===== config.mk =====
export PLATFORM = sky130hd
export DESIGN_NAME = arm_mc_controller
export DESIGN_NICKNAME = d
export VERILOG_FILES = /design/src/rtl/arm_mc_controller.sv
export SDC_FILE = /design/constraint.sdc
export NUM_CORES = 1
export LEC_CHECK = 0
export ABC_AREA = 1
export CAP_MARGIN = 5
export CORE_AREA = 2 2 53 55
export CTS_BUF_LIST = sky130_fd_sc_hd__clkbuf_2
export DETAILED_ROUTE_END_ITERATION = 16
export DIE_AREA = 0 0 55 57
export GPL_TIMING_DRIVEN = 0
export MAX_ROUTING_LAYER = met4
export PLACE_DENSITY = 0.79
export SLEW_MARGIN = 20
export SYNTH_ARGS = -nofsm -noshare
export SYNTH_HDL_FRONTEND = slang
export SYNTH_SLANG_ARGS = --single-unit

===== constraint.sdc =====
create_clock -name clk -period 2.9 [get_ports clk]
set_input_delay 0.87 -clock clk [delete_from_list [all_inputs] [get_ports clk]]
set_output_delay 0.87 -clock clk [all_outputs]
set_load 0.1 [all_outputs]

===== src/rtl/arm_mc_controller.sv =====
// arm_mc_controller
//   Multicycle control unit for the ARM subset core. Decodes the instruction
//   register, steps each instruction through the main FSM and holds the NZCV
//   flags. Architectural writes are gated by the condition field, evaluated
//   over the stored flags. Memory states wait on a ready handshake.
//
//   Optional feature macro: ARM_MC_MUL_EN
//     When defined, MUL is decoded and runs for MUL_LAT cycles in EXECMUL.
//     When undefined, the MUL pattern takes the EXECUTER path with no register
//     write and no flag update. The EXECMUL state and its counter are not built.
//
// Parameters
//   MUL_LAT    cycles spent in EXECMUL (1..15)
// Ports
//   clk        rising-edge clock
//   reset      asynchronous active-low reset
//   Instr      instruction register contents
//   ALUFlags   {N,Z,C,V} from the ALU this cycle
//   MemReady   memory completes the current access this cycle
//   PCWrite    PC load enable
//   AdrSrc     memory address select: 0 PC, 1 ALUOut
//   MemWrite   data memory write strobe
//   IRWrite    instruction register load
//   RegWrite   register file write
//   ResultSrc  00 ALUOut, 01 Data, 10 ALUResult
//   ALUSrcA    0 A register, 1 PC
//   ALUSrcB    00 WriteData, 01 ExtImm, 10 constant 4
//   ImmSrc     Instr[27:26]
//   RegSrc     bit0 read R15, bit1 read Rd as source 2
//   ALUControl 000 ADD, 001 SUB, 010 AND, 011 ORR, 100 MUL
//   State      current FSM state (debug)

module arm_mc_controller #(
   parameter int unsigned MUL_LAT = 1
) (
   input  logic        clk,
   input  logic        reset,
   input  logic [31:0] Instr,
   input  logic [3:0]  ALUFlags,
   input  logic        MemReady,
   output logic        PCWrite,
   output logic        AdrSrc,
   output logic        MemWrite,
   output logic        IRWrite,
   output logic        RegWrite,
   output logic [1:0]  ResultSrc,
   output logic        ALUSrcA,
   output logic [1:0]  ALUSrcB,
   output logic [1:0]  ImmSrc,
   output logic [1:0]  RegSrc,
   output logic [2:0]  ALUControl,
   output logic [3:0]  State
);

   typedef enum logic [3:0] {
      StFetch    = 4'd0,
      StDecode   = 4'd1,
      StMemAdr   = 4'd2,
      StMemRead  = 4'd3,
      StMemWb    = 4'd4,
      StMemWrite = 4'd5,
      StExecuteR = 4'd6,
      StExecuteI = 4'd7,
      StAluWb    = 4'd8,
      StBranch   = 4'd9
`ifdef ARM_MC_MUL_EN
      , StExecMul = 4'd10
`endif
   } state_e;

   typedef enum logic [1:0] {
      FlNone,
      FlArith,
      FlLogic
   } flag_kind_e;

   state_e     state_q, state_d;
   logic [3:0] flags_q, flags_d;

   // Instruction fields
   logic [3:0] cond;
   logic [1:0] op;
   logic       funct_i;
   logic [3:0] cmd;
   logic       funct_s;
   logic       is_mul_pat;

   assign cond       = Instr[31:28];
   assign op         = Instr[27:26];
   assign funct_i    = Instr[25];
   assign cmd        = Instr[24:21];
   assign funct_s    = Instr[20];   // also the L bit for memory ops
   assign is_mul_pat = (op == 2'b00) && (Instr[7:4] == 4'b1001);

   logic unused_instr;
   assign unused_instr = ^{Instr[19:8], Instr[3:0]};

   assign ImmSrc = op;
   assign State  = state_q;

   // Condition evaluation over the stored flags
   logic flag_n, flag_z, flag_c, flag_v;
   logic cond_ex;

   assign {flag_n, flag_z, flag_c, flag_v} = flags_q;

   always_comb begin
      cond_ex = 1'b0;
      unique case (cond)
         4'b0000: cond_ex = flag_z;
         4'b0001: cond_ex = ~flag_z;
         4'b0010: cond_ex = flag_c;
         4'b0011: cond_ex = ~flag_c;
         4'b0100: cond_ex = flag_n;
         4'b0101: cond_ex = ~flag_n;
         4'b0110: cond_ex = flag_v;
         4'b0111: cond_ex = ~flag_v;
         4'b1000: cond_ex = flag_c & ~flag_z;
         4'b1001: cond_ex = ~flag_c | flag_z;
         4'b1010: cond_ex = (flag_n == flag_v);
         4'b1011: cond_ex = (flag_n != flag_v);
         4'b1100: cond_ex = ~flag_z & (flag_n == flag_v);
         4'b1101: cond_ex = flag_z | (flag_n != flag_v);
         4'b1110: cond_ex = 1'b1;
         4'b1111: cond_ex = 1'b0;
      endcase
   end

   // Data-processing decode
   logic [2:0] dp_alu;
   logic       dp_writes;
   flag_kind_e dp_kind;

   always_comb begin
      dp_alu    = 3'b000;
      dp_writes = 1'b0;
      dp_kind   = FlNone;
      case (cmd)
         4'b0100: begin dp_alu = 3'b000; dp_writes = 1'b1; dp_kind = FlArith; end
         4'b0010: begin dp_alu = 3'b001; dp_writes = 1'b1; dp_kind = FlArith; end
         4'b0000: begin dp_alu = 3'b010; dp_writes = 1'b1; dp_kind = FlLogic; end
         4'b1100: begin dp_alu = 3'b011; dp_writes = 1'b1; dp_kind = FlLogic; end
         4'b1010: begin dp_alu = 3'b001; dp_writes = 1'b0; dp_kind = FlArith; end
         default: begin dp_alu = 3'b000; dp_writes = 1'b0; dp_kind = FlNone;  end
      endcase
      if (is_mul_pat) begin
`ifdef ARM_MC_MUL_EN
         dp_alu    = 3'b100;
         dp_writes = 1'b1;
         dp_kind   = FlLogic;
`else
         // Without the multiplier the pattern is a harmless no-op
         dp_writes = 1'b0;
         dp_kind   = FlNone;
`endif
      end
   end

`ifdef ARM_MC_MUL_EN
   localparam logic [3:0] MulLoad = 4'(MUL_LAT - 1);
   logic [3:0] mul_cnt_q, mul_cnt_d;
`else
   logic [31:0] unused_mul_lat;
   assign unused_mul_lat = MUL_LAT;
`endif

   // Next state and outputs
   logic flag_upd;

   always_comb begin
      state_d    = state_q;
      PCWrite    = 1'b0;
      AdrSrc     = 1'b0;
      MemWrite   = 1'b0;
      IRWrite    = 1'b0;
      RegWrite   = 1'b0;
      ResultSrc  = 2'b00;
      ALUSrcA    = 1'b0;
      ALUSrcB    = 2'b00;
      RegSrc     = 2'b00;
      ALUControl = 3'b000;
      flag_upd   = 1'b0;
`ifdef ARM_MC_MUL_EN
      mul_cnt_d  = mul_cnt_q;
`endif

      unique case (state_q)
         StFetch: begin
            ALUSrcA   = 1'b1;
            ALUSrcB   = 2'b10;
            ResultSrc = 2'b10;
            IRWrite   = MemReady;
            PCWrite   = MemReady;
            if (MemReady) state_d = StDecode;
         end
         StDecode: begin
            ALUSrcA   = 1'b1;
            ALUSrcB   = 2'b10;
            RegSrc[0] = (op == 2'b10);
            RegSrc[1] = (op == 2'b01) & ~funct_s;
            case (op)
               2'b01:   state_d = StMemAdr;
               2'b10:   state_d = StBranch;
               2'b11:   state_d = StFetch;
               default: begin
`ifdef ARM_MC_MUL_EN
                  if (is_mul_pat) begin
                     state_d   = StExecMul;
                     mul_cnt_d = MulLoad;
                  end else begin
                     state_d = funct_i ? StExecuteI : StExecuteR;
                  end
`else
                  state_d = (funct_i && !is_mul_pat) ? StExecuteI : StExecuteR;
`endif
               end
            endcase
         end
         StMemAdr: begin
            ALUSrcB   = 2'b01;
            RegSrc[1] = ~funct_s;
            state_d   = funct_s ? StMemRead : StMemWrite;
         end
         StMemRead: begin
            AdrSrc = 1'b1;
            if (MemReady) state_d = StMemWb;
         end
         StMemWb: begin
            ResultSrc = 2'b01;
            RegWrite  = cond_ex;
            state_d   = StFetch;
         end
         StMemWrite: begin
            AdrSrc    = 1'b1;
            RegSrc[1] = 1'b1;
            MemWrite  = cond_ex;
            if (MemReady) state_d = StFetch;
         end
         StExecuteR: begin
            ALUSrcB    = 2'b00;
            ALUControl = dp_alu;
            flag_upd   = 1'b1;
            state_d    = StAluWb;
         end
         StExecuteI: begin
            ALUSrcB    = 2'b01;
            ALUControl = dp_alu;
            flag_upd   = 1'b1;
            state_d    = StAluWb;
         end
         StAluWb: begin
            ResultSrc = 2'b00;
            RegWrite  = cond_ex & dp_writes;
            state_d   = StFetch;
         end
         StBranch: begin
            ALUSrcB   = 2'b01;
            ResultSrc = 2'b10;
            RegSrc[0] = 1'b1;
            PCWrite   = cond_ex;
            state_d   = StFetch;
         end
`ifdef ARM_MC_MUL_EN
         StExecMul: begin
            ALUControl = 3'b100;
            if (mul_cnt_q == 4'd0) begin
               flag_upd = 1'b1;
               state_d  = StAluWb;
            end else begin
               mul_cnt_d = mul_cnt_q - 4'd1;
            end
         end
`endif
         default: state_d = StFetch;
      endcase

      // Strobes stay quiet while reset is held, even before the clock edge
      if (!reset) begin
         PCWrite  = 1'b0;
         IRWrite  = 1'b0;
         MemWrite = 1'b0;
         RegWrite = 1'b0;
      end
   end

   // Flag register: logical ops and MUL keep C and V
   always_comb begin
      flags_d = flags_q;
      if (flag_upd && funct_s && cond_ex) begin
         case (dp_kind)
            FlArith: flags_d      = ALUFlags;
            FlLogic: flags_d[3:2] = ALUFlags[3:2];
            default: flags_d      = flags_q;
         endcase
      end
   end

   always_ff @(posedge clk or negedge reset) begin
      if (!reset) begin
         state_q <= StFetch;
         flags_q <= 4'b0000;
      end else begin
         state_q <= state_d;
         flags_q <= flags_d;
      end
   end

`ifdef ARM_MC_MUL_EN
   always_ff @(posedge clk or negedge reset) begin
      if (!reset) begin
         mul_cnt_q <= 4'd0;
      end else begin
         mul_cnt_q <= mul_cnt_d;
      end
   end
`endif

endmodule


* After elaboration in Yosys (flattened, before gate mapping)
Index checks and enable logic that the tools add are counted.
** Storage, ports and cells
- ROM bits :: 0
- Bits in latches :: 0
- Output and inout bits :: 21
- Flip-flop bits (word level) :: 8
- Memories kept :: 0
- Input bits :: 39
- Bits in writable memories :: 0
** Operators by class
- Bitwise logic cells :: 11
- Div/mod/pow operators :: 0
- Magnitude comparators :: 0
- Eq/ne operators :: 39
- Add/sub/neg operators :: 0
- Reductions and logical operators :: 22
- Shift-type cells :: 0
- $mul :: 0
- Multiplexer cells :: 29
** Operators with widths (number)
- $eq 4x4->1 const B :: 13
- $eq 4x3->1 const B :: 9
- $pmux 4 s6 :: 1
- $eq 4x2->1 const B :: 5
- $pmux 1 s16 :: 1
- $reduce_or 2->1 :: 7
- $logic_not 4->1 :: 3
- $mux 1 :: 12
- $mux 4 :: 3
- $pmux 2 s2 :: 3
- $pmux 4 s3 :: 1
- $eq 4x1->1 const B :: 2
- $eq 2x2->1 const B :: 3
- $mux 3 :: 2
- $ne 2x2->1 const B :: 3
- $pmux 1 s2 :: 3
- $pmux 2 s3 :: 1
- $reduce_or 3->1 :: 2
- $not 1->1 :: 5
- $and 1x1->1 :: 4
- $eq 2x1->1 const B :: 2
- $logic_and 1x1->1 :: 4
- $reduce_and 2->1 :: 2
- $reduce_or 4->1 :: 1
- other kinds (8) :: 9

* Longest topological paths before layout
Gate-level depths: netlist (run 1).
- Depth in word-level cells :: 7
- Mapped depth :: 12
- Depth with buffers taken out :: 12

* Worst setup path before layout (run 1)
OpenSTA, ideal clock, no wires.
- Path type :: register to output
- Start :: reg state_q[2], in the netlist State[2]
- End :: out RegWrite
- Arrival time :: 4.237 ns
- Setup slack :: -2.207 ns
- Required time :: 2.030 ns
- Stages on the path, launching flop included :: 5
- Path through :: dfrtp_1 inv_1 nor3_1 a31oi_1 nor2_2
** Between the ends
- Word-level cells in the longest chain between the ends :: 3
- Elaborated cells on any way between the ends :: 4
** RTL lines
- start: declaration :: RTL line 77 : state_e state_q, state_d;
- start signal: assignment :: RTL line 300 : state_q <= StFetch;
- start signal: assignment :: RTL line 303 : state_q <= state_d;
- $eq 4x4->1 or $eq 4x3->1 (tied branches) :: RTL line 187 : unique case (state_q)
- $pmux 1 s2 * :: RTL line 187
- $mux 1 * :: RTL line 278 : if (!reset) begin
- end: declaration :: RTL line 45 : output logic RegWrite,
Every way passes the cells marked *; elsewhere a longest branch is shown, timed or not.

* Worst setup path after layout (run 1)
- Start :: in Instr[29]
- End :: out PCWrite
** Between the ends
- Word-level cells in the longest chain between the ends :: 4
- Elaborated cells on any way between the ends :: 19
** RTL lines
- start: declaration :: RTL line 38 : input logic [31:0] Instr,
- $eq 4x4->1 (tied with other cells) :: RTL line 109 : unique case (cond)
- $pmux 1 s16 * :: RTL line 109
- $pmux 1 s2 * :: RTL line 187
- $mux 1 * :: RTL line 278
- end: declaration :: RTL line 41 : output logic PCWrite,
Marks and branches as above.

==> results.json, run 1 <==
{
  "drc": 0,
  "slew_viol_final": 0,
  "tritoncts": "yes",
  "ys_ff_latch": 8,
  "tightest_slew_ps": 967,
  "critPathKind": "in -> out",
  "r2r_setup_slack_ps": 1330,
  "grt_max_degree": 11,
  "pre_cts_ws_ps": -1630,
  "fin_cells": 233,
  "viasPerCell": 4.82,
  "pin_count": 60,
  "dp_hpwl_mm": 2.03,
  "drv_cap": 0,
  "powerDensity_mw_per_mm2": 909,
  "crit_cells": 10,
  "critPathMaxFanout": 8,
  "layout_commonest_cell": "nand2_1",
  "crit_buf_inv": 3,
  "first_global_vias": 1119,
  "worstPathArrival_ps": 2090,
  "relSlewSlack_pct": 35.3,
  "cellLeakagePower_nw": 0.761,
  "fin_worst_skew_ps": 10.3,
  "row_count": 19,
  "rr_startpoint": "State[3]$_DFFE_PN0P_",
  "mostFrequentLayoutCells": "nand2_1, inv_1, nor2_1",
  "wire_per_inst_um": 10.7,
  "clockRootBuffer": "clkbuf_2",
  "holdCritPathClass": "in -> async",
  "peakVddDrop_uv": 981,
  "async_reset_ff_share_pct": 100,
  "fmax_mhz": 338,
  "grt_first_pass_wirelength_mm": 4.40,
  "hold_viol": 0,
  "grt_antenna_before_repair": 0,
  "syn2layout_area_growth_pct": 72.9,
  "yosys_warnings": 0,
  "start_kind": "input port",
  "crit_end": "PCWrite",
  "ant_nets": 0,
  "dieArea_mm2": 0.00314,
  "cts_hold_buffers": 0,
  "grt.overflow.total": 0,
  "critPathTopFamily": "compound AO/OA/AOI/OAI gates",
  "crit_path_start": "Instr[29]",
  "vias": 1122,
  "yosys.cell_types.count": 28,
  "synth_edf_count": 0,
  "r2r_cells": 6,
  "syn-cell-area_um2": 891,
  "fin_ws_ps": -56.1,
  "initial_utilization_pct": 34.1,
  "drt-total-wl_mm": 2.50,
  "fillers": 253,
  "die_x_um": 55,
  "place_congestion": 0.873,
  "crit_required_ps": 2030,
  "regArea_um2": 210,
  "utilization_pct": 58.9,
  "status": "finished with violations",
  "core_mm2": 0.00262,
  "fin_crit_sh_pct": 102,
  "placedCellCount": 226,
  "rsz0062_at_grt": "yes",
  "io_buffers": 42,
  "avgSynthCellArea_um2": 5.82,
  "violations": "setup timing",
  "reg2reg_to": "flags_q[3]$_DFFE_PN0P_",
  "slowest_delay_ps": 180,
  "antenna_cells": 0,
  "setup_violations": 3,
  "drt_first_pass_iters": 4,
  "clockBufferDepth": 2,
  "cpMaxStageDelayCell": "a21oi_4",
  "htreeDepth": 1,
  "drive_gt1_share_pct": 33.7,
  "crit_path_cell_trace": "buf_6 -> o21ai_1 -> or2_1 -> nand3_1 -> nand2_1 -> inv_1 -> a21oi_4 -> nand2_4 -> o21bai_4 -> buf_12",
  "period_needed_ps": 2960,
  "ys_seq_area_share_pct": 22.5,
  "cts_made_buffers": 3,
  "grt.total_usage_pct": 19.3,
  "synth_top_flop_cell": "dfrtp_1",
  "clock_sinks": 8,
  "drt_iter0_drc": 10,
  "synth_fp_nets": 193,
  "multi_input_area_um2": 714,
  "layout.nets": 244,
  "die_y_um": 57,
  "endpoint_kind": "primary output",
  "clk_latency_ps": 230,
  "clkTransAtPathRegs_ps": 70,
  "syn_inst": 153
}
[through the flow]
step                instance area (um^2)  TNS, ps  hold WS (ps)  power, mW
CTS                                 1580     -217           527       1.40
global route                        1540     -423           496       1.48
detailed placement                  1460   -10850           509       1.33
global placement                    1460   -10890           504       1.33
floorplan                            996     -723           472       1.08
finish                              1540     -150           500       1.40
[cells in the mapped netlist, drive strengths merged, types with 2 or more instances]
master | number | area [um^2]
a21oi | 4 | 31.3
buf | 3 | 22.5
dfrtp | 8 | 200
inv | 26 | 97.6
nand2 | 50 | 198
nand3 | 11 | 60.1
nand4 | 6 | 37.5
nor2 | 22 | 90.1
nor3 | 4 | 20.0
o21ai | 5 | 25.0
o221ai | 3 | 26.3
or2 | 2 | 12.5
[power breakdown]
part           internal [mW]  switching [mW]  total [mW]
clock                 0.0281          0.0339      0.0621
sequential             0.149          0.0484       0.197
combinational          0.263           0.877        1.14
total                  0.440           0.960        1.40
[worst min path at each step]
stage	from	end	slack, ps	cells after the start
floorplan	flags_q[1]$_DFFE_PN0P_	flags_q[1]$_DFFE_PN0P_	470	2
global placement	flags_q[1]$_DFFE_PN0P_	flags_q[1]$_DFFE_PN0P_	500	2
detailed placement	flags_q[1]$_DFFE_PN0P_	flags_q[1]$_DFFE_PN0P_	510	2
CTS	flags_q[1]$_DFFE_PN0P_	flags_q[1]$_DFFE_PN0P_	530	2
global route	reset	State[1]$_DFFE_PN0P_	500	1
finish	reset	State[1]$_DFFE_PN0P_	500	1
[kinds of logic (layout without fill, tap and decap cells)]
| group | count (synthesis) | in the layout | synth area share, % |
|---|---|---|---|
| buffers and inverters | 29 | 78 | 13.5 |
| and+or+nand+nor | 96 | 96 | 47.8 |
| DFF | 8 | 8 | 22.5 |
| other | 1 | 1 | 0.421 |
| adders and majority gates | 1 | 1 | 1.40 |
| AOI/OAI and AO/OA | 18 | 18 | 14.5 |
[metal layers]
metal / GRT usage, % / vias to the layer above / part of all wire, %
met5: - / - / 0
met4: 3.83 / 0 / 0.32
met3: 4.19 / 2 / 5.5
met2: 32.1 / 33 / 51
met1: 23.7 / 495 / 43
li1: - / 592 / -
[final cells by class]
class	instances	area share, %
Buffer	3	1.46
Sequential cell	8	13.6
Tap cell	31	2.52
Inverter	26	6.66
Multi-Input combinational cell	116	46.4
Clock buffer	3	0.975
Timing Repair Buffer	46	28.4
[state kept, by name (all words and copies together) (netlist names)]
signal / count
flags_q: 4
State: 4
[repair_timing]
| item | in CTS | in global routing |
|---|---|---|
| gates resized for setup | 120 | 26 |
| hold endpoints to repair | 0 | 0 |
| pin swaps | 17 | 9 |
| endpoints found under the setup margin | 16 | 12 |
| buffers inserted | 4 | 0 |
No activity file was read; power rests on OpenSTA's default activity.
==> inputs of run 2 (changes only) <==
Settings changed: SLEW_MARGIN 20 to 0.
==> results of run 2 <==
Same layout as run 1: the final DEF is identical, and so are final timing and power.
